### src/rtl/imem_loader.sv
// imem_loader: boot-time byte-stream to instruction-memory loader; holds the core in reset until the image is in.
// Latency: imem_we_o pulses the cycle after lane 3 of a word is accepted; done_o/err_o rise the cycle after the final byte.
// Backpressure: rx_ready_o is high while loading and never drops mid-image; it is low in DONE/ERR and while rst_i is high.
//
// Optional feature macro: IMEM_LOADER_CSUM_EN adds a trailing XOR checksum byte and the CSUM state.
//
// Ports:
//   clk_i, rst_i            single clock, synchronous active-high reset
//   rx_data_i/valid/ready   byte stream in; transfer on rx_valid_i & rx_ready_o
//   imem_we_o/addr_o/data_o one-cycle write strobe, byte address (multiple of 4), 32-bit word
//   cpu_rst_o               core reset, high until a successful load
//   done_o, err_o           sticky completion / failure flags
module imem_loader #(
  parameter int ADDR_W    = 32,
  parameter int MAX_WORDS = 256
) (
  input  logic              clk_i,
  input  logic              rst_i,
  input  logic [7:0]        rx_data_i,
  input  logic              rx_valid_i,
  output logic              rx_ready_o,
  output logic              imem_we_o,
  output logic [ADDR_W-1:0] imem_addr_o,
  output logic [31:0]       imem_data_o,
  output logic              cpu_rst_o,
  output logic              done_o,
  output logic              err_o
);

  typedef enum logic [2:0] {
    HDR0,
    HDR1,
    DATA,
`ifdef IMEM_LOADER_CSUM_EN
    CSUM,
`endif
    DONE,
    ERR
  } state_t;

  // State entered once the payload is exhausted (or the count is zero).
`ifdef IMEM_LOADER_CSUM_EN
  localparam state_t AFTER_PAYLOAD = CSUM;
`else
  localparam state_t AFTER_PAYLOAD = DONE;
`endif

  localparam logic [31:0] MAX_WORDS_W = 32'(MAX_WORDS);

  state_t      state_q;
  state_t      state_d;
  logic [15:0] count_q;
  logic [15:0] word_idx_q;
  logic [1:0]  lane_q;
  logic [23:0] partial_q;
  logic        accept;
  logic [15:0] hdr_count;
  logic        last_word;
  logic [ADDR_W-1:0] byte_addr;

`ifdef IMEM_LOADER_CSUM_EN
  logic [7:0]  csum_q;
`endif

  assign accept    = rx_valid_i & rx_ready_o;
  // Full count as it will be once the high byte in HDR1 is latched.
  assign hdr_count = {rx_data_i, count_q[7:0]};
  // count_q >= 1 whenever DATA is active, so count-1 never wraps there.
  assign last_word = (word_idx_q == (count_q - 16'd1));

  // Byte address = word index * 4, zero-extended or truncated to ADDR_W.
  generate
    if (ADDR_W > 18) begin : g_addr_wide
      assign byte_addr = {{(ADDR_W-18){1'b0}}, word_idx_q, 2'b00};
    end else begin : g_addr_narrow
      logic [17:0] full_addr;
      assign full_addr = {word_idx_q, 2'b00};
      assign byte_addr = full_addr[ADDR_W-1:0];
    end
  endgenerate

  // State register.
  always_ff @(posedge clk_i) begin
    if (rst_i) begin
      state_q <= HDR0;
    end else begin
      state_q <= state_d;
    end
  end

  // Next-state logic.
  always_comb begin
    state_d = state_q;
    case (state_q)
      HDR0: begin
        if (accept) state_d = HDR1;
      end
      HDR1: begin
        if (accept) begin
          if ({16'd0, hdr_count} > MAX_WORDS_W) begin
            state_d = ERR;
          end else if (hdr_count == 16'd0) begin
            state_d = AFTER_PAYLOAD;
          end else begin
            state_d = DATA;
          end
        end
      end
      DATA: begin
        if (accept && (lane_q == 2'd3) && last_word) state_d = AFTER_PAYLOAD;
      end
`ifdef IMEM_LOADER_CSUM_EN
      CSUM: begin
        if (accept) state_d = (rx_data_i == csum_q) ? DONE : ERR;
      end
`endif
      DONE:    state_d = DONE;
      ERR:     state_d = ERR;
      default: state_d = ERR;
    endcase
  end

  // Datapath: header latch, word assembly, write strobe, running checksum.
  always_ff @(posedge clk_i) begin
    if (rst_i) begin
      count_q     <= 16'd0;
      word_idx_q  <= 16'd0;
      lane_q      <= 2'd0;
      partial_q   <= 24'd0;
      imem_we_o   <= 1'b0;
      imem_addr_o <= '0;
      imem_data_o <= 32'd0;
`ifdef IMEM_LOADER_CSUM_EN
      csum_q      <= 8'd0;
`endif
    end else begin
      imem_we_o <= 1'b0;
      case (state_q)
        HDR0: begin
          lane_q     <= 2'd0;
          word_idx_q <= 16'd0;
`ifdef IMEM_LOADER_CSUM_EN
          csum_q     <= 8'd0;
`endif
          if (accept) count_q[7:0] <= rx_data_i;
        end
        HDR1: begin
          if (accept) count_q[15:8] <= rx_data_i;
        end
        DATA: begin
          if (accept) begin
            lane_q <= lane_q + 2'd1;
`ifdef IMEM_LOADER_CSUM_EN
            csum_q <= csum_q ^ rx_data_i;
`endif
            case (lane_q)
              2'd0: partial_q[7:0]   <= rx_data_i;
              2'd1: partial_q[15:8]  <= rx_data_i;
              2'd2: partial_q[23:16] <= rx_data_i;
              default: begin
                // Write goes out next cycle while the next word's bytes keep flowing.
                imem_we_o   <= 1'b1;
                imem_addr_o <= byte_addr;
                imem_data_o <= {rx_data_i, partial_q};
                word_idx_q  <= word_idx_q + 16'd1;
              end
            endcase
          end
        end
        default: begin
        end
      endcase
    end
  end

  assign rx_ready_o = !rst_i && (state_q != DONE) && (state_q != ERR);
  assign done_o     = (state_q == DONE);
  assign err_o      = (state_q == ERR);
  assign cpu_rst_o  = !done_o;

endmodule

### config.mk
export PLATFORM = sky130hd
export DESIGN_NAME = imem_loader
export DESIGN_NICKNAME = d
export VERILOG_FILES = /design/src/rtl/imem_loader.sv
export SDC_FILE = /design/constraint.sdc
export NUM_CORES = 1
export LEC_CHECK = 0
export CORE_UTILIZATION = 50
export DETAILED_ROUTE_END_ITERATION = 10
export GPL_ROUTABILITY_DRIVEN = 0
export PLACE_DENSITY_LB_ADDON = 0.25
export SLEW_MARGIN = 20
export SYNTH_ARGS = -nofsm -noshare
export SYNTH_HDL_FRONTEND = slang
export SYNTH_SLANG_ARGS = --single-unit
export TNS_END_PERCENT = 20
### constraint.sdc
create_clock -name clk_i -period 6.44 [get_ports clk_i]
set_clock_uncertainty 0.2 [all_clocks]
set_input_delay 1.61 -clock clk_i [delete_from_list [all_inputs] [get_ports clk_i]]
set_output_delay 1.61 -clock clk_i [all_outputs]
set_load 0.05 [all_outputs]
==> After elaboration in Yosys (flattened, before gate mapping) <==
Cells that the tools add are included.
{ "classes": {"bitwise_logic": 4, "n_reduce_logical": 21, "n_eq_ne": 15, "add_sub_neg": 3, "magnitude_cmp": 1, "muxes": 12} }
{ "ops": {"columns": ["op", "n"], "rows": [
  ["$mux W16", 2],
  ["$pmux W16 S2", 1],
  ["$reduce_and A3 Y1", 6],
  ["$add A16 B1 Y16 const B", 1],
  ["$eq A16 B16 Y1", 1],
  ["$gt A16 B9 Y1 const B", 1],
  ["$logic_not A16 Y1", 1],
  ["$sub A16 B1 Y16 const B", 1],
  ["$mux W3", 4],
  ["$pmux W3 S4", 1],
  ["$ne A2 B2 Y1 const B", 5],
  ["$eq A3 B2 Y1 const B", 2],
  ["$reduce_and A2 Y1", 3],
  ["$reduce_or A3 Y1", 2],
  ["$eq A2 B2 Y1 const B", 2],
  ["$logic_and A1 B1 Y1", 4],
  ["$pmux W2 S2", 1],
  ["$eq A3 B1 Y1 const B", 1],
  ["$eq A3 B3 Y1 const B", 1],
  ["$logic_not A3 Y1", 1],
  ["$ne A3 B2 Y1 const B", 1],
  ["$ne A3 B3 Y1 const B", 1],
  ["$not A1 Y1", 3],
  ["$add A2 B1 Y2 const B", 1],
  ["other kinds (7)", 9]
]} }
{ "word_totals": {"ff_bits": 110, "output_inout_bits": 69, "wordCells": 67, "in_bits": 11} }

==> Logic depth before layout (Yosys ltp) <==
{ "logic_depth": {"ltp_word": 8, "depth_mapped": 9, "ltp_nobuf": 8} }

==> Least setup slack after synthesis <==
Ideal clock, no wire load.
{ "synth_path": {"path_kind": "in2out", "start": "input port rst_i", "end": "output port rx_ready_o", "path_slack_ns": 1.548, "t_arrival_ns": 3.082, "required_time_ns": 4.630, "cell_stages": 3, "path_buffers": 2, "path_cell_list": "clkbuf_1 -> clkbuf_1 -> nor3_1"} }
{ "synth_between": {"elab_chain_len": 3} }
{ "synth_lines": {"columns": ["item", "line_no", "rtl"], "rows": [
  ["from (decl)", "18", "input logic rst_i,"],
  ["$logic_not A1 Y1", "176", "assign rx_ready_o = !rst_i && (state_q != DONE) && (state_q != ERR);"],
  ["$logic_and A1 B1 Y1 (2 in a row)", "176", null],
  ["to (decl)", "21", "output logic rx_ready_o,"]
]} }
No other way between the ends.

==> Final worst setup path <==
Ends and elaborated chain as after synthesis.

==> metrics.txt <==
register bit total from synthesis 110; total power roughly 1.3 mW; synth unique cells 50; Core Area between 9000 and 10000 um2; CTS Hold Bufs 0; worst skew pair latency 0.37 ns; Synth area leader dfxtp_1; path depth of the worst reg2reg path 8; Max Buffers Root-to-Sink 2; Die X just over 100 um; Final Critical Period around 4.5 ns; Seq/Total Area, Yosys 0.445; antenna cells 0; final worst-path cycle share 0.702; worst hold stages 2; IO Pins 80; # clock sinks 110; first-pass GRT wire length between 15000 and 20000 um; largest cells by area after synthesis dfxtp_1 44%, nand2_1 11%, a21oi_1 8.8%; status finished, final reports clean; share of cells above drive strength 1 0.0478; # fillers 855; final instance area ~5800 um2; clock-pin slew on the worst setup and hold paths ~0.090 ns; # DRC 0; crit path capture type primary output; Vias approximately 4300; Post-synth EDFFs 0; Worst Setup SP rst_i; Total GRT Usage 0.233; final hold violation count 0; Post-DRT Antenna Nets 0; CTS Buf Count 9; initial core utilization 0.526; Detailed Routing Iterations Pass 1 5; hold_sp imem_addr_o[16]$_SDFFE_PP0P_; crit path kind in -> out; most numerous cell in the Yosys netlist nand2_1; postcts setup bufs 0; PwrDens 219 nW/um2; Nets 683; 1st-iter DRT viols about 230; post-synthesis cell area approximately 5000 um2; Post-CTS Resized 0; relative slew slack 0.327; Setup Viol. Count Final 0; Root Buffer clkbuf_8; top_reg_cell synth dfxtp_1; placed instance area ~5600 um2; post-DR vias/cell 5.43; crit path DAT roughly 2.7 ns; most common library cells after synthesis 149 x nand2_1, 110 x dfxtp_1, 87 x a21oi_1; FMAX approximately 220 MHz; fin. max-slew vios 0; VDD IR-drop max 0.124 mV; CTS tree yes; reg-to-reg startpoint count_q[0]$_SDFFE_PP0P_; Lkg Pwr just under 2 nW; area grow syn2layout 16.4%; synthesized instance count 628; FF+latch area between 2000 and 2500 um2; mean area per synthesized cell ~7.9 um2; Worst setup SP type primary input; largest net degree at the start of global routing around 100; Yosys Warn Count 0; Worst EP required around 4.6 ns; Port Buf Inserts 63; total wire length roughly 11000 um; asr flop ratio synth 0; dpl hpwl just under 8000 um; initial antenna violation count 0; max-cap violations 0; Core Rows 35; wire length per cell between 10 and 15 um; Yosys top cell area share 0.445; DIE AREA approximately 10000 um2; grt ovf 0; Final Util 0.612; vias in the first global route roughly 3900; die height a little over 100 um; area of the multi-input gates about 2500 um2; worst hold slack 0.255 ns; RSZ-0062 raised after global routing false; worst hold-check path type reg -> reg; Setup TNS 0 ns; CTS H-tree lvls 3; Slew @ Worst Pin between 1 and 1.5 ns; CP Max Fanout 2
==> flip-flops by register name (all words and copies together) (netlist names) <==
signal,flops
imem_data_o,32
partial_q,24
count_q,16
imem_addr_o,16
word_idx_q,16
state_q,3
lane_q,2
imem_we_o,1
==> kinds of logic (layout without fill, tap and decap cells) <==
| kind of cell | count (synthesis) | count (layout) | share of synthesized area |
|---|---|---|---|
| simple gates | 277 | 277 | 0.254 |
| compound gates | 118 | 118 | 0.133 |
| flops | 110 | 110 | 0.445 |
| buf+inv | 71 | 97 | 0.0682 |
| xor+xnor | 34 | 34 | 0.0601 |
| mux | 9 | 9 | 0.0184 |
| fa+ha+maj | 8 | 8 | 0.0202 |
| other cells | 1 | 16 | 0.000757 |
==> where the power goes <==
group / internal (mW) / switching (mW) / total [mW] / leakage (nW)
logic: 0.0433 / 0.0862 / 0.130 / 0.934
clock network: 0.197 / 0.243 / 0.440 / 0.108
registers: 0.684 / 0.00943 / 0.694 / 0.887
==> through the flow <==
step,std cells,setup WS [ns]
detailed placement,782,1.91
CTS,798,1.91
finish,798,1.92
global placement,782,1.93
global route,798,1.89
floorplan,643,1.55
==> per-layer routing <==
| layer | vias up | GRT usage | share of wire |
|---|---|---|---|
| met4 | 0 | 0.0557 | 0.014 |
| met1 | 2011 | 0.301 | 0.46 |
| li1 | 2155 | - | - |
| met5 | - | 0 | 0 |
| met2 | 146 | 0.390 | 0.47 |
| met3 | 18 | 0.0594 | 0.055 |
==> critical path, stage by stage <==
cell and delay (ns):
buf_2 0.10, nor3_1 0.17, clkdlybuf4s50_1 0.82
==> cells in the final DEF (no fill, tap or decap), types with 4 or more instances in the layout <==
cell type,count
or2_2,4
o21ai_0,6
xnor2_1,21
inv_1,12
nand3_1,31
nor3_1,11
mux2i_1,8
nor4_1,5
clkbuf_8,10
nand2_1,149
dfxtp_1,110
a311oi_1,4
xor2_1,13
nor2_1,38
conb_1,16
nand4_1,10
ha_1,8
a21oi_1,87
nand2b_1,5
buf_4,5
clkdlybuf4s50_1,62
or4_1,4
==> worst paths after layout <==
| path | to | slack, ns |
|---|---|---|
| worst max register to register | state_q[0]$_SDFFE_PP0P_ | 3.28 |
| worst min register to register | imem_addr_o[16]$_SDFFE_PP0P_ | 0.26 |
| worst min-delay path | imem_addr_o[16]$_SDFFE_PP0P_ | 0.26 |
| worst max-delay path | rx_ready_o | 1.92 |
==> area by class of cell <==
cell class                 count  area share
sequential                   110       0.382
clock inverter                 6      0.0137
clock buffer                  10      0.0239
timing repair buffer          68       0.115
multi-input combinational    462       0.429
inverter                      13     0.00846
tap                          129      0.0280
Note: power is estimated with default switching activity, not from simulation.
